## config.mk

```make
export PLATFORM = sky130hd
export DESIGN_NAME = sequence_generator
export DESIGN_NICKNAME = d
export VERILOG_FILES = /design/src/rtl/sequence_generator.sv
export SDC_FILE = /design/constraint.sdc
export NUM_CORES = 1
export LEC_CHECK = 0
export CAP_MARGIN = 20
export CORE_ASPECT_RATIO = 0.9
export CORE_MARGIN = 1.5
export CORE_UTILIZATION = 54
export DETAILED_ROUTE_END_ITERATION = 6
export HOLD_SLACK_MARGIN = 0.05
export PLACE_DENSITY_LB_ADDON = 0.2
export SLEW_MARGIN = 15
export SYNTH_ARGS = -nofsm -noshare
export SYNTH_HDL_FRONTEND = slang
export SYNTH_SLANG_ARGS = --single-unit
```

## constraint.sdc

```tcl
create_clock -name clk -period 4.9 [get_ports clk]
set_clock_uncertainty 0.2 [all_clocks]
set_input_delay 0.735 -clock clk [delete_from_list [all_inputs] [get_ports clk]]
set_output_delay 0.735 -clock clk [all_outputs]
set_load 0.03 [all_outputs]
```

## src/rtl/sequence_generator.sv

```systemverilog
// Serial pattern transmitter: sends a latched PATTERN_W-bit pattern MSB first,
// rep+1 times back to back, then pulses done for one cycle.
module sequence_generator #(
  parameter int PATTERN_W = 6,
  parameter int REP_W     = 4
) (
  input  logic                 clk,
  input  logic                 reset,
  input  logic                 start,
  input  logic                 abort,
  input  logic [PATTERN_W-1:0] pattern,
  input  logic [REP_W-1:0]     rep,
  output logic                 x,
  output logic                 x_valid,
  output logic                 busy,
  output logic                 done
);

  localparam int IW = (PATTERN_W > 1) ? $clog2(PATTERN_W) : 1;
  localparam logic [IW-1:0] TOP = IW'(PATTERN_W - 1);

  typedef enum logic {IDLE, SHIFT} state_t;

  state_t               state;
  logic [PATTERN_W-1:0] pat_q;  // pattern captured at start
  logic [IW-1:0]        idx;    // index of the bit currently on x
  logic [REP_W-1:0]     cnt;    // passes remaining after the current one

  // Single FSM: all outputs are registered and change with the state.
  always_ff @(posedge clk or negedge reset) begin
    if (!reset) begin
      state   <= IDLE;
      pat_q   <= '0;
      idx     <= '0;
      cnt     <= '0;
      x       <= 1'b0;
      x_valid <= 1'b0;
      busy    <= 1'b0;
      done    <= 1'b0;
    end else begin
      unique case (state)
        IDLE: begin
          done <= 1'b0;
          if (start && !abort) begin
            // First bit goes out on the very edge that accepts start.
            pat_q   <= pattern;
            cnt     <= rep;
            idx     <= TOP;
            x       <= pattern[PATTERN_W-1];
            x_valid <= 1'b1;
            busy    <= 1'b1;
            state   <= SHIFT;
          end else begin
            x       <= 1'b0;
            x_valid <= 1'b0;
            busy    <= 1'b0;
          end
        end
        SHIFT: begin
          if (abort) begin
            state   <= IDLE;
            x       <= 1'b0;
            x_valid <= 1'b0;
            busy    <= 1'b0;
            done    <= 1'b0;
          end else if (idx == '0) begin
            if (cnt == '0) begin
              // Last bit of last pass has been shown: finish with a done pulse.
              state   <= IDLE;
              x       <= 1'b0;
              x_valid <= 1'b0;
              busy    <= 1'b0;
              done    <= 1'b1;
            end else begin
              // Wrap to the MSB for the next pass with no gap cycle.
              cnt <= cnt - 1'b1;
              idx <= TOP;
              x   <= pat_q[PATTERN_W-1];
            end
          end else begin
            idx <= idx - 1'b1;
            x   <= pat_q[idx - 1'b1];
          end
        end
        default: state <= IDLE;
      endcase
    end
  end

endmodule

```

==> results.cfg <==
[outcome]
status = complete, no violations

[synthesis]
ys_top_cells_by_area = dfrtp_1, mux2_2, mux2i_1
ys_seq_area_share_pct = 45.5
synth_warnings = 0
synthTopCellsByCount = dfrtp_1, inv_1, a21oi_1, nor2_1, nor2b_1
synth-edff-count = 0
synthArstFlopShare_pct = 100
ys_types = 30
synth-seq-cells = 17
postSynthAreaPerCell_sq_um = 10.5
yosysTopAreaCell = dfrtp_1
yosysMostFrequentCell = dfrtp_1
synth.cell_area_sq_um = 936
netlist.area_leader.share_pct = 45.5
syn-num-nets = 106
netlist_instances = 89
synth_ff_type = dfrtp_1

[layout]
n_antenna_cell = 0
layout-drive-gt1-share_pct = 13.2
final_util_pct = 69.4
nNetsFinal = 124
area_growth_syn_to_layout_pct = 22.1

[clock_network]
clock_path_buffers = 2
cts_resized = 0
clkLatencyLatePin_ns = 0.28
clockRootBuffer = clkbuf_4
clkTransAtPathRegs_ns = 0.09
clock-sinks = 17
post-cts-setup-buffer-count = 0
cts_buffers = 3
ctsHtreeMaxLevel = 1
cts_hold_buf = 0
cts_tree = done

[sta]
period_share_pct = 50.4
worstMarginPinSlew_ns = 0.894
maxSlewViolCount = 0
setup_viol = 0
fmax_mhz = 405
rsz0062_at_grt = false
tns_ns = 0
relSlewSlack_pct = 40.1
holdWs_ns = 0.316
period_minus_slack_ns = 2.47
layout_setup_ws_ns = 2.43
finalHoldViolCount = 0

[worst_setup_path]
crit_required_ns = 4.87
critPathMaxStageDelay_ns = 0.77
cp.arrival_ns = 2.44
critPathLaunchType = primary input
worst-path-max-fanout = 13
timing.critical_path.cells = clkdlybuf4s50_1 -> nor3b_2 -> a31oi_4 -> a211oi_1 -> a21oi_1
cpMaxStageDelayCell = nor3b_2
worstSetupEndpointType = register
path_class = primary input to register

[global_route]
grt_max_degree = 18
grt_pass1_vias = 671
grt_pass1_wl_microns = 2900
grt_use_total_pct = 20.7
grt-ovfl-total = 0
antenna_found_initial = 0

[die]
dieArea_sq_um = 1990
core.rowCount = 14
initial_core_util_pct = 56.8
die_w_microns = 46.9
ioPinCount = 18
design.core.area_sq_um = 1650
fp.dieH_microns = 42.5

[placed_design]
gp_routability_congestion = 0.865
dpl.hpwl_microns = 1290
io_buffers = 17
dp_slack_ns = 2.12

[drt]
highest_layer = met4
wl_microns = 1750
wl_met1_microns = 880
vias_per_cell = 5.41
met3_length_microns = 72
wire_per_inst_microns = 13.5
wl_met2_microns = 758
drt_iter0_markers = 19
drtPass1Iterations = 4
via_count = 703
drc_errors = 0
ant_nets = 0

[job]
maxCapViolCount = 0

[pwr]
power_density_nw_per_um2 = 352
power_leakage_uw = 0.000477
ir_worst_vdd_mv = 0.194

[worst_hold_path]
hold_path_class = register to register
## kinds of logic after synthesis
family	synth area share, %
and+or+nand+nor	17.6
adders and majority gates	4.01
muxes	10.3
DFF	45.5
AOI/OAI and AO/OA	16.6
buffers and inverters	5.08
xor gates and xnor gates	0.936
## worst max-delay path: cells and delay by family
family,cells,cell delay [ns]
AND/OR/NAND/NOR,1,0.77
AO/OA/AOI/OAI,3,0.42
buffers and inverters,1,0.51
## sequential cells by signal (all words and copies together) (netlist names)
name,cells
x,1
cnt,4
pat_q,6
state,1
idx,3
done,1
busy,1
## path summary, 6_finish.rpt
kind / startpoint / endpoint / slack (ns) / depth (start not counted)
max in group asynchronous: reset / pat_q[0] / 3.33 / 1
worst min register to register: pat_q[0] / pat_q[0] / 0.32 / 1
worst min-delay path: pat_q[0] / pat_q[0] / 0.32 / 1
worst max-delay path: abort / cnt[1] / 2.43 / 5
worst max register to register: state / cnt[1] / 2.86 / 4
min in group asynchronous: reset / idx[0] / 0.69 / 1
## layout make-up
cell class                      count  area, sq um
Clock buffer                        3         22.5
Fill cell                         138          504
Clock inverter                      1         5.00
Sequential cell                    17          425
Timing Repair Buffer               17          170
Inverter                            7         26.3
Multi-Input combinational cell     61          463
Tap cell                           24         30.0
## placed cells by master (no fill, tap or decap)
cell type,instances
o311ai_0,2
o21ai_0,3
nor3b_2,1
o32ai_1,1
nor2_1,6
clkdlybuf4s50_1,17
inv_1,7
mux2_2,5
dfrtp_1,17
clkinv_2,1
a21oi_1,6
o22ai_1,1
nor3_2,2
a32oi_1,1
nand2_1,1
and2b_1,1
a221o_1,1
xor2_1,1
mux2i_1,4
nor3_1,3
nor2b_1,6
or3b_4,1
o21a_1,2
nand3_1,3
a211oi_1,3
nand2b_1,2
clkbuf_4,3
nand3b_1,1
ha_1,3
a31oi_4,1
## through the flow
stage | std cells | cell area (sq um) | power, uW
final | 130 | 1140 | 402
after global routing | 130 | 1140 | 433
after CTS | 130 | 1140 | 406
after detailed placement | 126 | 1110 | 331
after global placement | 126 | 1110 | 328
after floorplan | 89 | 936 | 293
## per-layer routing
| layer | vias to the layer above | GRT usage [%] |
|---|---|---|
| met5 | - | 0 |
| met2 | 21 | 28.5 |
| met1 | 326 | 29.4 |
| met3 | 6 | 5.60 |
| met4 | 0 | 10.6 |
| li1 | 350 | - |
## power breakdown
part / total (uW) / switching, uW / internal [uW]
Combinational: 132 / 64.4 / 68.0
Sequential: 197 / 27.4 / 169
Clock: 72.8 / 42.5 / 30.3
(Power assumes the default switching activity.)
